**src/rtl/pipe_stage_skid.sv**
```systemverilog
// Pipeline stage register with a 2-entry skid buffer and registered in_ready.
// Optional occupancy statistics are enabled with the PIPE_STAGE_STATS_EN macro.
module pipe_stage_skid #(
    parameter int unsigned      WIDTH  = 96,
    parameter logic [WIDTH-1:0] BUBBLE = '0
) (
    input  logic             clk,
    input  logic             reset,
    input  logic             flush_i,
    input  logic             in_valid_i,
    output logic             in_ready_o,
    input  logic [WIDTH-1:0] in_data_i,
    output logic             out_valid_o,
    input  logic             out_ready_i,
    output logic [WIDTH-1:0] out_data_o,
    output logic [1:0]       occupancy_o,
    output logic [31:0]      stall_cnt_o,
    output logic [15:0]      flush_cnt_o
);

    typedef enum logic [1:0] {
        StEmpty = 2'd0,
        StOne   = 2'd1,
        StTwo   = 2'd2
    } state_e;

    state_e             state_q, state_d;
    logic [WIDTH-1:0]   main_q, main_d;
    logic [WIDTH-1:0]   skid_q, skid_d;
    logic               in_ready_q, in_ready_d;
    logic               out_valid_q, out_valid_d;
    logic [1:0]         occupancy_q, occupancy_d;
    logic               accept;
    logic               take;

    assign accept = in_valid_i & in_ready_q;
    assign take   = out_valid_q & out_ready_i;

    always_comb begin
        state_d = state_q;
        main_d  = main_q;
        skid_d  = skid_q;
        if (flush_i) begin
            // Any payload accepted this cycle is dropped along with the held entries.
            state_d = StEmpty;
            main_d  = BUBBLE;
            skid_d  = BUBBLE;
        end else begin
            unique case (state_q)
                StEmpty: begin
                    if (accept) begin
                        state_d = StOne;
                        main_d  = in_data_i;
                    end
                end
                StOne: begin
                    if (accept && take) begin
                        main_d = in_data_i;
                    end else if (accept) begin
                        state_d = StTwo;
                        skid_d  = in_data_i;
                    end else if (take) begin
                        state_d = StEmpty;
                        main_d  = BUBBLE;
                    end
                end
                StTwo: begin
                    if (take) begin
                        state_d = StOne;
                        main_d  = skid_q;
                        skid_d  = BUBBLE;
                    end
                end
                default: begin
                    state_d = StEmpty;
                    main_d  = BUBBLE;
                    skid_d  = BUBBLE;
                end
            endcase
        end
    end

    // Handshake and status outputs come straight from flops, derived from the next state.
    always_comb begin
        in_ready_d  = (state_d != StTwo);
        out_valid_d = (state_d != StEmpty);
        unique case (state_d)
            StOne:   occupancy_d = 2'd1;
            StTwo:   occupancy_d = 2'd2;
            default: occupancy_d = 2'd0;
        endcase
    end

    always_ff @(posedge clk or posedge reset) begin
        if (reset) begin
            state_q     <= StEmpty;
            main_q      <= BUBBLE;
            skid_q      <= BUBBLE;
            in_ready_q  <= 1'b1;
            out_valid_q <= 1'b0;
            occupancy_q <= 2'd0;
        end else begin
            state_q     <= state_d;
            main_q      <= main_d;
            skid_q      <= skid_d;
            in_ready_q  <= in_ready_d;
            out_valid_q <= out_valid_d;
            occupancy_q <= occupancy_d;
        end
    end

    assign in_ready_o  = in_ready_q;
    assign out_valid_o = out_valid_q;
    assign out_data_o  = main_q;
    assign occupancy_o = occupancy_q;

`ifdef PIPE_STAGE_STATS_EN
    logic [31:0] stall_cnt_q, stall_cnt_d;
    logic [15:0] flush_cnt_q, flush_cnt_d;

    always_comb begin
        stall_cnt_d = stall_cnt_q;
        flush_cnt_d = flush_cnt_q;
        if (out_valid_q && !out_ready_i && (stall_cnt_q != 32'hFFFF_FFFF)) begin
            stall_cnt_d = stall_cnt_q + 32'd1;
        end
        if (flush_i && (flush_cnt_q != 16'hFFFF)) begin
            flush_cnt_d = flush_cnt_q + 16'd1;
        end
    end

    always_ff @(posedge clk or posedge reset) begin
        if (reset) begin
            stall_cnt_q <= 32'd0;
            flush_cnt_q <= 16'd0;
        end else begin
            stall_cnt_q <= stall_cnt_d;
            flush_cnt_q <= flush_cnt_d;
        end
    end

    assign stall_cnt_o = stall_cnt_q;
    assign flush_cnt_o = flush_cnt_q;
`else
    assign stall_cnt_o = 32'd0;
    assign flush_cnt_o = 16'd0;
`endif

    a_bubble_when_empty: assert property (
        @(posedge clk) disable iff (reset) !out_valid_q |-> (main_q == BUBBLE)
    );
    a_ready_only_when_not_full: assert property (
        @(posedge clk) disable iff (reset) in_ready_q == (state_q != StTwo)
    );
    a_valid_matches_state: assert property (
        @(posedge clk) disable iff (reset) out_valid_q == (state_q != StEmpty)
    );

endmodule

```
**config.mk**
```make
export PLATFORM = sky130hd
export DESIGN_NAME = pipe_stage_skid
export DESIGN_NICKNAME = d
export VERILOG_FILES = /design/src/rtl/pipe_stage_skid.sv
export SDC_FILE = /design/constraint.sdc
export NUM_CORES = 1
export LEC_CHECK = 0
export CORE_MARGIN = 10
export CORE_UTILIZATION = 24
export DETAILED_ROUTE_END_ITERATION = 6
export GPL_TIMING_DRIVEN = 0
export HOLD_SLACK_MARGIN = 0.1
export SLEW_MARGIN = 20
export SYNTH_ARGS = -nofsm -noshare
export SYNTH_HDL_FRONTEND = slang
export SYNTH_SLANG_ARGS = --single-unit
```
**constraint.sdc**
```tcl
create_clock -name clk -period 10.2 [get_ports clk]
set_input_delay 2.04 -clock clk [delete_from_list [all_inputs] [get_ports clk]]
set_output_delay 2.04 -clock clk [all_outputs]
set_load 0.005 [all_outputs]
```
* After elaboration in Yosys (flattened, before gate mapping)
Index checks and enable logic that the tools add are counted. W data, S select, Z words.
Storage, ports and cells: bits in registers 198, input port bits 101, output and inout port bits 148
Operators by class: eq/ne operators 12, mux-type cells 18, bitwise logic cells 2, reductions and logical operators 5
Operators by type and width (count):
- $mux W96 | 8
- $pmux W96 S3 | 2
- $mux W2 | 6
- $ne A3 B3 Y1 const B | 4
- $ne A4 B4 Y1 const B | 2
- $reduce_and A4 Y1 | 2
- $pmux W2 S3 | 1
- $eq A2 B1 Y1 const B | 2
- $eq A2 B2 Y1 const B | 2
- $ne A2 B2 Y1 const B | 2
- $pmux W2 S2 | 1
- $and A1 B1 Y1 | 2
- $logic_not A2 Y1 | 1
- $reduce_bool A2 Y1 | 1
- $logic_and A1 B1 Y1 | 1

* Depth between registers and ports, before layout
Gate-level depths: netlist of run 1.
depth after elaboration 8, depth in mapped cells 7

* Worst setup path after synthesis of run 1
No wires, ideal clock.
kind input to register, start in out_ready_i, end reg skid_q[46], setup time 79 ps, arrival 3099 ps, required time 10121 ps, setup slack 7021 ps, cell stages on the path 7, path buffers 3, path through and2_1 > nor2_1 > o22a_1 > buf_2 > buf_4 > buf_4 > mux2i_1
Between the ends: longest elaborated chain between the ends 4, elaborated cells on any way between the ends 5
RTL lines:
- start: declaration | RTL line 14 | input logic out_ready_i,
- $and A1 B1 Y1 * | RTL line 37 | assign take = out_valid_q & out_ready_i;
- $logic_and A1 B1 Y1 | RTL line 57 | if (accept && take) begin
- $ne A3 B3 Y1 (no source line)
- $reduce_and A4 Y1 (no source line) *
- end signal: assignment | RTL line 105 | skid_q <= skid_d;
- end: declaration | RTL line 29 | logic [WIDTH-1:0] skid_q, skid_d;
Mark *: on every way between the ends. The rest lies on a longest branch, timed or not. A chain may end at the register's enable or synchronous reset.

* Worst setup path after layout of run 1
start reg in_ready_q, in the netlist in_ready_o, end out in_ready_o
RTL lines:
- start: declaration | RTL line 30 | logic in_ready_q, in_ready_d;
- start signal: assignment | RTL line 106 | in_ready_q <= in_ready_d;
- end: declaration | RTL line 11 | output logic in_ready_o,
No word-level cell between the ends.

==> metrics.txt, run 1 <==
worst min-delay path category=flop to flop; met2 global-route usage=21.1%; final setup fails=0; r2r setup slk=7.86 ns; hold path depth=1; Placed Area=13500 sq um; Die W=229 um; endpoint class of the critical path=primary output; critical path class=flop to primary output; Leakage=0.00577 uW; Reg-to-Reg Start=state_q[0]; CTS resizes=0; Area Growth Syn to Fin=34.1%; min Tclk post-route=3.73 ns; vias in the first global route=8445; clock-pin slew on the worst setup and hold paths=0.07 ns; busiest grt layer=met2; deepest clock path buffer count=2; CP arrival=1.69 ns; FP Rows=76; Detail Route Antenna Nets=0; first drt pass iteration count=4; Startpoint Class=flop; drt drc=0; routed wire length=35100 um; max incr delay on CP=0.65 ns; outcome=finished clean; Slew Limit Headroom=40.0%; Worst Max-Slew Pin Slew=0.900 ns; Vias/cell=4.42; global-route wire length before repair=54200 um; Starting Density=24.3%; Worst path slowest cell=clkdlybuf4s50_1; Clock H-tree levels=4; register bit count reported by yosys=198; register area share after synthesis=47.2%; largest cells by area after synthesis=dfrtp_1, mux2i_1, a22o_1; PwrDens=145 nW/um^2; max cap viols=0; met3 usage=3.62%; CTS tree=done; Mapped Cells=938; Netlist Area Pre-Place=10500 sq um; routed vias=7976; Synth area leader=dfrtp_1; grt ovf=0; crit path max fanout=6; CP required=8.16 ns; die height=229 um; Root Driver=clkbuf_16; setup repair bufs after CTS=0; critical-path cell list=clkdlybuf4s50_1; Setup Skew=0.00876 ns; met1 Track Usage GR=17.6%; WL per Instance=19.4 um; maximum clock frequency=268 MHz; Top delay family on crit path=buffers and inverters; Synth top area share=46.9%; fin. max-slew vios=0; cts bufs inserted=17; post-DP HPWL=25200 um; largest net degree at the start of global routing=97; Max VDD drop=0.0941 mV; Final Hold Fails=0; IO buf count=199; clk sink count=198; clock latency on the worst-skew pair=0.46 ns; hold buffers post-CTS=0; unrepaired setup endpoints after global routing=false; R2R Path End=out_data_o[10]; initial drt markers=452; Final nets=1306; Yosys warning count=0; number of antenna violations at the first check in global routing=2; Top Ports=249; Tcrit/Tclk final=36.6%; CP bufs+invs=1; gp weighted congestion=0.742; Worst R2R Path Depth=6; full die area=52600 sq um; Setup TNS Final=0 ns; worst hold path endpoint=out_data_o[17]; GRT Total Usage=13.3%; fin area=14100 sq um; Cell variety after synth=26; Placeable Area=43200 sq um; fraction of layout cells with a size suffix above 1=12.3%; Syn Area/Cell=11.2 sq um; hold_sp=out_data_o[17]
==> layer usage <==
layer	share of wire, %	up-vias
met5	0.034	-
met4	1.2	2
met3	4.7	26
met2	47	168
met1	47	3942
li1	-	3838
==> placed cells by master (no fill, tap or decap), types with 3 or more instances in the layout <==
cell,count
clkinvlp_4,3
o2bb2ai_1,96
nor2_2,4
inv_6,6
clkbuf_16,17
clkbuf_1,17
nand2_1,99
nor2_1,3
buf_1,8
a21oi_1,4
buf_2,45
bufinv_16,3
conb_1,48
dfrtp_1,197
clkdlybuf4s50_1,199
mux2i_1,192
buf_4,63
nand2b_1,97
a22o_1,96
==> synthesized netlist by cell type, drive strengths merged <==
library cell    n
mux2i         192
clkbuf         17
nand2          99
nor2            7
nor3b           1
nand2b         97
o2bb2ai        96
xnor2           1
nand3b          1
a2bb2oi         1
a21o            1
dfrtp         197
and2            1
a21oi           4
a22o           96
a211oi          2
o22a            2
inv             2
conb            1
a31oi           2
nand4b          1
buf           116
dfstp           1
==> final cells by class <==
class / count / area [sq um]
Clock inverter: 15 / 190
Timing Repair Buffer: 201 / 2050
Fill cell: 4478 / 29100
Multi-Input combinational cell: 652 / 4930
Clock buffer: 17 / 425
Inverter: 2 / 15.0
Antenna cell: 2 / 5.00
Buffer: 133 / 792
Tap cell: 585 / 732
Sequential cell: 198 / 4960
==> state kept, by name (all words and copies together), names as in the netlist <==
name and flops:
out_valid_o 1, out_data_o 96, in_ready_o 1, skid_q 96, occupancy_o 2, state_q 2
==> kinds of logic (layout without fill, tap and decap cells) <==
family	Yosys count	after routing	share of synthesized area, %
AND/OR/NAND/NOR	207	207	10.0
AO/OA/AOI/OAI	204	204	16.8
flip-flops	198	198	47.2
multiplexers	192	192	18.3
buffers and inverters	135	368	7.61
other	1	50	0.0357
XOR/XNOR	1	1	0.0834
==> worst max-delay path by stage <==
stage | start | to | slack [ns] | depth (start not counted)
CTS | in_ready_o | in_ready_o | 6.44 | 1
global route | in_valid_i | out_data_o[54] | 6.37 | 6
floorplan | reset | occupancy_o[0] | 2.76 | 1
finish | in_ready_o | in_ready_o | 6.47 | 1
global placement | reset | out_data_o[53] | -0.42 | 2
detailed placement | in_valid_i | out_data_o[50] | 5.99 | 6
==> report_power, final <==
| group | internal (uW) | total [uW] | switching (uW) |
|---|---|---|---|
| Clock | 393 | 734 | 341 |
| Sequential | 830 | 859 | 29.0 |
| Combinational | 221 | 451 | 230 |
| Total | 1440 | 2040 | 600 |
==> worst reg2reg max path, stage by stage (launching register included) <==
cell and delay, ns:
dfrtp_1 0.43, buf_2 0.36, nand4b_2 0.19, nor2_2 0.57, buf_2 0.39, o2bb2ai_1 0.18, a22o_1 0.15
==> metrics by stage <==
stage               hold slack, ns  power [uW]  utilization [%]  cells  worst slack, ns
floorplan                    0.489        1110                -    985             2.76
global placement             0.491        1330             31.1   1769           -0.421
detailed placement           0.489        1330             31.2   1771             5.99
CTS                          0.510        2080             32.6   1803             6.44
global route                 0.524        2150             32.6   1803             6.37
finish                       0.505        2040             32.6   1805             6.47
Note: power is estimated with default switching activity, not from simulation.
==> run 2: changes to the inputs <==
Clock period 10.2 ns to 3.6 ns, I/O delays scaled along.
==> metrics.txt, run 2 (synthesis gave the netlist of run 1 again) <==
number of antenna violations at the first check in global routing=4 (was 2); first drt pass iteration count=5 (was 4); Worst path slowest cell=clkdlybuf4s50_1 (unchanged); routed wire length=34700 um (was 35100 um); critical path depth=1 (unchanged); Psw=1680 uW (was 600 uW); fraction of layout cells with a size suffix above 1=12.6% (was 12.3%); Top Ports=249 (unchanged); Root Driver=clkbuf_16 (unchanged); Final nets=1311 (was 1306); Clock H-tree levels=4 (unchanged); clock latency on the worst-skew pair=0.46 ns (about the same); deepest clock path buffer count=2 (unchanged); Internal=4110 uW (was 1440 uW); largest net degree at the start of global routing=32 (was 97); FP Rows=76 (unchanged); Slew Limit Headroom=39.7% (was 40.0%); Area Growth Syn to Fin=34.9% (was 34.1%); IO buf count=199 (unchanged); CTS resizes=0 (unchanged); Max VDD drop=0.219 mV (was 0.0941 mV); Final Hold Fails=0 (unchanged); hold buffers post-CTS=0 (unchanged); Leakage=0.00581 uW (was 0.00577 uW); Placeable Area=43200 sq um (unchanged); setup repair bufs after CTS=0 (unchanged); dpl cells=1776 (was 1771); post-DP HPWL=25400 um (was 25200 um); CP required=2.88 ns (was 8.16 ns); Worst R2R Path Depth=6 (unchanged); full die area=52600 sq um (unchanged); Die W=229 um (unchanged); crit path max fanout=6 (unchanged); die height=229 um (unchanged); final setup fails=0 (unchanged); Worst Max-Slew Pin Slew=0.904 ns (was 0.900 ns); PwrDens=409 nW/um^2 (was 145 nW/um^2); fin. max-slew vios=0 (unchanged); endpoint class of the critical path=primary output (unchanged); GRT Total Usage=13.2% (was 13.3%); vias in the first global route=8453 (was 8445); initial drt markers=480 (was 452); Util after Layout=32.8% (was 32.6%); commonest non-fill, non-tap cell in the layout=clkdlybuf4s50_1 (unchanged); Non-Filler Instances=1811 (was 1805); gp weighted congestion=0.740 (was 0.742); outcome=finished clean (unchanged); Detail Route Antenna Nets=0 (unchanged); worst min-delay path category=flop to flop (unchanged); Reg power frac=42.0% (about the same); unrepaired setup endpoints after global routing=false (unchanged); CTS tree=done (unchanged); commonest cells after routing, fill and taps aside=clkdlybuf4s50_1, dfrtp_1, mux2i_1 (unchanged); Comb power frac=22.2% (was 22.1%); critical path class=flop to primary output (unchanged); maximum clock frequency=421 MHz; clk sink count=198 (unchanged); hold path depth=1 (unchanged); Sw Share=29.0% (was 29.4%); critical-path cell list=clkdlybuf4s50_1 (unchanged); Vias/cell=4.44 (was 4.42); CP arrival=1.65 ns (was 1.69 ns); max cap viols=0 (unchanged); Startpoint Class=flop (unchanged); Starting Density=24.3% (unchanged); Setup Skew=0.00700 ns (was 0.00876 ns); Tcrit/Tclk final=65.9%; routed vias=8049 (was 7976); clock network power share=35.8% (was 35.9%); WL per Instance=19.1 um (was 19.4 um); Final Power=5790 uW (was 2040 uW); Top delay family on crit path=buffers and inverters (unchanged); min Tclk post-route=2.37 ns; drt drc=0 (unchanged); global-route wire length before repair=54100 um (was 54200 um); cts bufs inserted=17 (unchanged); grt ovf=0 (unchanged); max incr delay on CP=0.60 ns (was 0.65 ns); clock-pin slew on the worst setup and hold paths=0.07 ns (about the same); CP bufs+invs=1 (unchanged)
[run 2: changes by cell type in the layout (fill, tap and decap cells not counted), sizes merged]
| cell | previous run | this run |
|---|---|---|
| clkinv | 2 | 4 |
| inv | 9 | 6 |
| clkinvlp | 3 | 2 |
| clkbuf | 34 | 36 |
| buf | 118 | 123 |
| diode | 2 | 3 |
[run 2: worst paths after layout]
check | slack (ns) | from | endpoint
max | 1.23 | in_ready_o | in_ready_o
min | 0.51 | out_data_o[24] | out_data_o[24]
max reg2reg | 1.27 | state_q[0] | out_data_o[50]
min reg2reg | 0.51 | out_data_o[24] | out_data_o[24]
max in group asynchronous | 1.68 | reset | in_ready_o
min in group asynchronous | 0.66 | reset | skid_q[31]
[run 2: stage by stage]
stage               area, sq um  setup TNS [ns]  setup WS, ns  hold WS (ns)
CTS                       14200               0          1.12         0.511
finish                    14200               0          1.23         0.507
global route              14200               0          1.06         0.518
floorplan                 10700               0         0.320         0.489
global placement          13400         -299.64         -1.55         0.492
detailed placement        13600               0         0.678         0.490
[run 2: final cells by class]
| type | instances | area [sq um] |
|---|---|---|
| Fill cell | 4445 | 29000 |
| Sequential cell | 198 | 4960 |
| Multi-Input combinational cell | 652 | 4930 |
| Timing Repair Buffer | 206 | 2130 |
| Buffer | 133 | 792 |
| Tap cell | 585 | 732 |
| Clock buffer | 19 | 443 |
| Clock inverter | 13 | 169 |
| Inverter | 2 | 11.3 |
| Antenna cell | 3 | 7.51 |
[run 2: metal layers]
layer / vias to the layer above / track usage (%) / routed length [um]
met1: 4024 / 17.2 / 16100
li1: 3838 / - / -
met3: 20 / 3.70 / 1710
met5: - / 0 / 26
met4: 4 / 2.96 / 323
met2: 163 / 21.5 / 16500
[run 2: power by group through the flow]
stage	sequential, uW	combinational, uW	clock, uW
global route	2450	1410	2230
CTS	2440	1310	2150
floorplan	2470	682	0
global placement	2480	1280	0
finish	2430	1290	2070
detailed placement	2480	1310	0
==> run 3: changes to the inputs <==
Clock period 3.6 ns to 1.9 ns, I/O delays scaled along.
==> metrics.txt, run 3 (synthesis gave the netlist of run 1 again) <==
Reg power frac=41.6% (was 42.0%); CP startpoint=in_ready_o (unchanged); WL per Instance=19.0 um (was 19.1 um); commonest non-fill, non-tap cell in the layout=clkdlybuf4s50_1 (unchanged); Internal=7870 uW (was 4110 uW); endpoint class of the critical path=primary output (unchanged); die height=229 um (unchanged); Top delay family on crit path=flip-flops (was buffers and inverters); clock latency on the worst-skew pair=0.45 ns (was 0.46 ns); Reg-to-Reg Start=in_ready_o (was state_q[0]); hold buffers post-CTS=0 (unchanged); unrepaired setup endpoints after global routing=true (was false); Final Hold Fails=0 (unchanged); fin. max-slew vios=0 (unchanged); Comb power frac=22.9% (was 22.2%); global-route wire length before repair=54200 um (was 54100 um); final setup fails=0 (unchanged); routed wire length=34600 um (was 34700 um); Vias/cell=4.45 (was 4.44); Tcrit/Tclk final=96.5%; Setup TNS Final=0 ns (unchanged); outcome=finished clean (unchanged); max cap viols=0 (unchanged); maximum clock frequency=545 MHz; CTS tree=done (unchanged); Setup Skew=0.00717 ns (was 0.00700 ns); PwrDens=768 nW/um^2 (was 409 nW/um^2); Root Driver=clkbuf_16 (unchanged); deepest clock path buffer count=2 (unchanged); Non-Filler Instances=1819 (was 1811); CP required=1.52 ns (was 2.88 ns); crit path max fanout=4 (was 6); Slew Limit Headroom=57.3% (was 39.7%); dpl cells=1776 (unchanged); Placeable Area=43200 sq um (unchanged); Die W=229 um (unchanged); first drt pass iteration count=5 (unchanged); critical-path cell list=buf_4 -> dlygate4sd2_1 (was clkdlybuf4s50_1); post-DP HPWL=25400 um (unchanged); routed vias=8091 (was 8049); clock network power share=35.5% (was 35.8%); Final nets=1319 (was 1311); Leakage=0.00589 uW (was 0.00581 uW); Clock H-tree levels=4 (unchanged); R2R Path End=skid_q[89] (was out_data_o[50]); vias in the first global route=8475 (was 8453); Startpoint Class=flop (unchanged); Max VDD drop=0.415 mV (was 0.219 mV); Worst Max-Slew Pin Slew=0.641 ns (was 0.904 ns); commonest cells after routing, fill and taps aside=clkdlybuf4s50_1, dfrtp_1, mux2i_1 (unchanged); GRT Total Usage=13.3% (was 13.2%); Worst path slowest cell=dfstp_2 (was clkdlybuf4s50_1); Starting Density=24.3% (unchanged); gp weighted congestion=0.740 (unchanged); Detail Route Antenna Nets=0 (unchanged); fraction of layout cells with a size suffix above 1=14.1% (was 12.6%); number of antenna violations at the first check in global routing=4 (unchanged); FP Rows=76 (unchanged); r2r setup slk=0.12 ns (was 1.27 ns); Sw Share=29.0% (about the same); max incr delay on CP=0.57 ns (was 0.60 ns); Area Growth Syn to Fin=37.3% (was 34.9%); IO buf count=199 (unchanged); CP arrival=1.45 ns (was 1.65 ns); largest net degree at the start of global routing=32 (unchanged); worst min-delay path category=primary input to asynchronous set/reset pin (was flop to flop); clk sink count=198 (unchanged); Psw=3210 uW (was 1680 uW); min Tclk post-route=1.83 ns; Top Ports=249 (unchanged); cts bufs inserted=17 (unchanged); drt drc=0 (unchanged); critical path class=flop to primary output (unchanged); full die area=52600 sq um (unchanged); initial drt markers=480 (unchanged); clock-pin slew on the worst setup and hold paths=0.07 ns (about the same); Worst R2R Path Depth=6 (unchanged); CP bufs+invs=2 (was 1); grt ovf=0 (unchanged)
run 3: cell count changes in the layout (fill, tap and decap cells not counted), moves of 3 or more:
cell      previous run  this run
nor2_4               0         4
buf_6                0         4
buf_2               45        27
clkbuf_2             0         5
clkbuf_4             0        15
nor2_2               4         0
buf_12               7        10
clkbuf_1            18        12
buf_8                0         5
run 3: how the worst max path moves through the flow:
| stage | cells past startpoint | slack [ns] | to |
|---|---|---|---|
| global route | 6 | -0.01 | skid_q[24] |
| finish | 2 | 0.07 | in_ready_o |
| detailed placement | 7 | -0.68 | out_data_o[4] |
| CTS | 7 | -0.01 | skid_q[81] |
| floorplan | 1 | -1.04 | occupancy_o[0] |
| global placement | 2 | -2.91 | out_data_o[85] |
run 3: area by class of cell:
type                            count  area [sq um]
Clock buffer                       19           443
Inverter                            2          11.3
Multi-Input combinational cell    652          4970
Antenna cell                        3          7.51
Fill cell                        4443         28700
Tap cell                          585           732
Sequential cell                   198          4960
Buffer                            132           908
Clock inverter                     13           169
Timing Repair Buffer              215          2220
run 3: worst register-to-register path, delay by kind of cell (launching register included):
kind / cells / cell delay, ns
DFF: 1 / 0.57
and+or+nand+nor: 2 / 0.22
AOI/OAI and AO/OA: 1 / 0.14
muxes: 1 / 0.24
buffers and inverters: 2 / 0.54
run 3: timing repair:
item                                    in CTS  in global routing
gates resized for setup                     20                 34
gates cloned                                 0                  0
pin swaps                                    4                  0
endpoints found under the setup margin     195                178
buffers inserted                             7                  2
run 3: metal layers:
layer	routed length [um]	global-route usage, %	up-vias
met2	16600	21.5	176
met5	26	0	-
li1	-	-	3859
met4	314	2.96	4
met1	16000	17.2	4033
met3	1730	3.70	19
run 3: power by group through the flow:
| stage | clock [uW] | combinational [uW] | sequential (uW) |
|---|---|---|---|
| global placement | 0 | 2430 | 4690 |
| floorplan | 0 | 1290 | 4680 |
| finish | 3930 | 2540 | 4610 |
| global route | 4220 | 2780 | 4650 |
| CTS | 4080 | 2550 | 4620 |
| detailed placement | 0 | 2480 | 4690 |
run 3: per-stage QoR:
stage	total power, uW	setup WS [ns]	utilization [%]	cell area (sq um)	hold WS [ns]
final	11100	0.0666	33.4	14400	0.324
after detailed placement	7170	-0.682	31.4	13600	0.490
after global placement	7120	-2.91	31.1	13400	0.492
after global routing	11600	-0.0127	33.4	14400	0.331
after CTS	11200	-0.0110	33.1	14300	0.302
after floorplan	5970	-1.04	-	10700	0.489
==> RTL change 1 (config.mk and constraints of run 2) <==
Add a define of `PIPE_STAGE_STATS_EN`.
--- a/src/rtl/pipe_stage_skid.sv
+++ b/src/rtl/pipe_stage_skid.sv
@@ -1,5 +1,7 @@
 // Pipeline stage register with a 2-entry skid buffer and registered in_ready.
 // Optional occupancy statistics are enabled with the PIPE_STAGE_STATS_EN macro.
+`define PIPE_STAGE_STATS_EN
+
 module pipe_stage_skid #(
     parameter int unsigned      WIDTH  = 96,
     parameter logic [WIDTH-1:0] BUBBLE = '0
Formal check against the unedited RTL: not equivalent (a bounded check fails within 4 cycles, from zero or initial values and one cycle with reset high).
==> RTL change 1 against run 2 <==
- worst setup slack got worse by 0.67 ns
- synthesized area unchanged
- sequential cell count grew 48
- routed wire length up 3.6%
- cell area grew 5.3%
- via count is 11% higher
- power increased by 29%
- first-iteration DRC count increased by 20%
- critical endpoint is now out_data_o[4]
- largest power group unchanged
- highest routed layer unchanged
==> RTL change 1: results (changes against run 2) <==
metric	value	unit	change
status	finished, final reports clean		
H-tree Lvls	1		-3
top post-synthesis cells by area	dfrtp_1 58%, o2bb2ai_1 8.0%, nand2_1 7.8%		
R2R Path Start	out_valid_o		
Total Routing Usage GR	13.5	%	+0.24 points
crit path max fanout	10		+4
WL met3	2760	µm	+62%
most frequent cells after synthesis	245 x dfrtp_1, 218 x nand2_1, 115 x nand3_1		
final net count	1397		+6.6%
R2R cell count	7		+1
CTS sink cnt	246		+24%
r2r endpoint	out_data_o[4]		
M3 GR Usage	4.29	%	+0.59 points
Inst Count DP	1847		+4.0%
GP Congestion	0.795		+7.5%
vias in the first global route	9140		+8.1%
Routed WL	35900	µm	+3.6%
Non-clk invs	6		+4
mux cell area share after synthesis	0.321	%	-18 points
Crit-path slowest cell	o21ai_1		
CTS clk-pin slew, worst paths	0.05	ns	-0.02 ns
first-pass GRT wire length	56900	µm	+5.3%
CTS Buffer Depth	3		+1
area occupied by multi-input gates	0.00401	mm²	-19%
Synth Area in XOR/XNOR	3.75	%	+3.7 points
initial antenna violation count	5		+1
Hold EP	skid_q[83]		
r2r setup slk	0.83	ns	-0.44 ns
Worst Hold Depth	2		+1
input/output buffers	247		+24%
sequential share of cell area	41.3	%	+6.3 points
area share of fa/ha/maj cells after synthesis	0.238	%	+0.24 points
CP arrival	3.48	ns	+1.83 ns
==> RTL change 1: changes by cell type in the layout (fill, tap and decap cells not counted), sizes merged, moves of 68 or more <==
cell    delta
nand3    +116
a22o      -96
a22oi     +96
nand2    +119
nand2b    -94
buf       -89
clkbuf    +68
mux2i    -192
==> RTL change 1: worst max path at each step <==
stage | from | endpoint
3_5_place_dp | out_ready_i | out_data_o[12]
3_3_place_gp | reset | skid_q[65]
2_1_floorplan | reset | flush_cnt_o[0]
6_report | out_ready_i | out_data_o[4]
5_1_grt | out_ready_i | skid_q[40]
4_1_cts | out_ready_i | skid_q[39]
==> RTL change 1: stage by stage <==
stage | hold WS (ns) | setup WS (ns) | area, µm²
after floorplan | 0.439 | -0.351 | 10500
after global placement | 0.449 | -2.38 | 13700
after detailed placement | 0.456 | -0.0921 | 13900
after CTS | 0.469 | 0.502 | 14900
after global routing | 0.482 | 0.273 | 14900
final | 0.465 | 0.558 | 14900
==> RTL change 2 (flow settings as in run 2) <==
Without the edit above. Encoding of `state_e`: now one-hot (3 bits for 3 states).
--- a/src/rtl/pipe_stage_skid.sv
+++ b/src/rtl/pipe_stage_skid.sv
@@ -18,10 +18,10 @@
     output logic [15:0]      flush_cnt_o
 );
 
-    typedef enum logic [1:0] {
-        StEmpty = 2'd0,
-        StOne   = 2'd1,
-        StTwo   = 2'd2
+    typedef enum logic [2:0] {
+        StEmpty = 3'b001,
+        StOne   = 3'b010,
+        StTwo   = 3'b100
     } state_e;
 
     state_e             state_q, state_d;
Behaviour: same outputs for any inputs over 4 cycles, from zero or initial values and one cycle with reset high; so few cycles prove little.
==> RTL change 2 against run 2 <==
- sequential cell count is 1 higher
- maximum frequency is 26% lower
- critical path depth is 7 higher
- critical endpoint is now skid_q[59]
- worst setup slack worse by 0.84 ns
- count of clock-buffer cells in the layout stayed put
- synthesized area is 1.2% lower
- via count is 17% higher
- sequential power is 3% lower
- cell area is 0.94% lower
- combinational power is 27% lower
- routed wire length is 8.3% higher
- first-iteration DRC count is 34% higher
- power is 8.2% lower
==> RTL change 2: results (changes against run 2) <==
metric	value	unit	change
status	finished, final reports clean		
Max Fclk	0.312	GHz	-26%
Final Hold Vio Count	0		unchanged
initial antenna violation count	2		-2
Total Routing Usage GR	14.3	%	+1.0 points
final net count	1405		+7.2%
Peak VDD IR	0.295	mV	+35%
internal power	3.84	mW	-6.7%
M1 WL	17400	µm	+8.1%
WL met2	17800	µm	+7.6%
DRT iter0 DRCs	643		+34%
Distinct cells, synth	34		+31%
sequential fraction of the synthesis area	48.0	%	+0.82 points
CP arrival	3.54	ns	+1.89 ns
r2r setup slk	0.69	ns	-0.58 ns
vias per cell	4.95		+11%
crit path max fanout	10		+4
largest net degree at the start of global routing	33		+3.1%
clk_lat worst skew	0.48	ns	+0.02 ns
share of cells above drive strength 1	9.72	%	-2.9 points
most frequent cells after synthesis	197 x dfrtp_1, 144 x a22oi_1, 98 x nand2_1		
H-tree Lvls	4		unchanged
Worst Tran Pin Value	0.966	ns	+0.0616 ns
vias in the first global route	9498		+12%
WL met3	1880	µm	+10%
top post-synthesis cells by area	dfrtp_1 47%, a22oi_1 10%, a2bb2oi_1 8.1%		
CTS Buffer Depth	2		unchanged
Layout Skew	0.0193	ns	+0.0123 ns
DR WL/cell	19.7	µm	+3.1%
first-pass GRT wire length	58700	µm	+8.6%
# fillers	4363		-1.8%
dpl hpwl	27700	µm	+9.0%
pre-CTS setup slack	-0.160	ns	-0.838 ns
GP Congestion	0.782		+5.7%
P_leak	5.55	nW	-4.5%
## RTL change 2: changes by cell type after synthesis, sizes merged, moves of 63 or more
cell            run 2  this run
nand2b             97         3
a2bb2oi             1        96
mux2i             192         0
a22oi               0       144
a22o               96         1
clkbuf             17        80
o21ai               0        98
## RTL change 2: power by group through the flow
stage | clock, mW | sequential (mW) | combinational (mW)
final | 2.02 | 2.35 | 0.940
after global routing | 2.17 | 2.36 | 1.03
after CTS | 2.08 | 2.35 | 0.949
after detailed placement | 0 | 2.39 | 0.945
after global placement | 0 | 2.40 | 0.920
after floorplan | 0 | 2.39 | 0.473
## RTL change 2: metrics by stage
| step | hold slack [ns] | std cells | cell area, µm² | total power, mW | utilization [%] |
|---|---|---|---|---|---|
| CTS | 0.495 | 1902 | 14000 | 5.38 | 32.7 |
| detailed placement | 0.472 | 1870 | 13400 | 3.34 | 31.3 |
| floorplan | 0.479 | 1079 | 10600 | 2.87 | - |
| finish | 0.490 | 1903 | 14000 | 5.32 | 32.7 |
| global placement | 0.472 | 1863 | 13300 | 3.32 | 31.0 |
| global route | 0.507 | 1903 | 14000 | 5.56 | 32.7 |
## RTL change 2: layout make-up
class	count	area, µm²	share of cell area, %
multi-input combinational	710	4700	33.5
antenna	1	2.50	0.0178
clock buffer	19	453	3.23
inverter	3	15.0	0.107
buffer	167	863	6.15
tap	585	732	5.21
sequential	199	4980	35.5
clock inverter	13	140	0.998
timing repair buffer	206	2150	15.3
## RTL change 2: worst paths after layout
| check | from | to | cells after the start |
|---|---|---|---|
| worst max-delay path | out_ready_i | skid_q[59] | 8 |
| worst min-delay path | out_data_o[21] | out_data_o[21] | 1 |
| worst max register to register | out_valid_o | skid_q[59] | 7 |
| worst min register to register | out_data_o[21] | out_data_o[21] | 1 |
| max in group asynchronous | reset | state_q[0] | 5 |
| min in group asynchronous | reset | out_data_o[83] | 2 |
## RTL change 2: logic make-up (layout without fill, tap and decap cells)
group,Yosys count,count (layout),share of synthesized area [%]
AOI/OAI and AO/OA,493,493,34.4
buffers and inverters,170,408,8.42
other,1,49,0.0361
and+or+nand+nor,168,168,9.10
xor gates and xnor gates,1,1,0.0844
DFF,199,199,48.0
## RTL change 2: metal layers
| layer | global-route usage (%) | vias up |
|---|---|---|
| met5 | 0 | - |
| met4 | 3.79 | 2 |
| met3 | 3.90 | 34 |
| met2 | 22.7 | 259 |
| met1 | 18.7 | 4705 |
| li1 | - | 4420 |
## RTL change 2: worst max-delay path, stage by stage
cell and delay [ns]:
clkdlybuf4s50_1 0.46, and2_1 0.11, buf_2 0.22, nor2_1 0.07, o21ai_1 0.75, clkbuf_1 0.58
clkbuf_1 0.46, o21ai_1 0.16
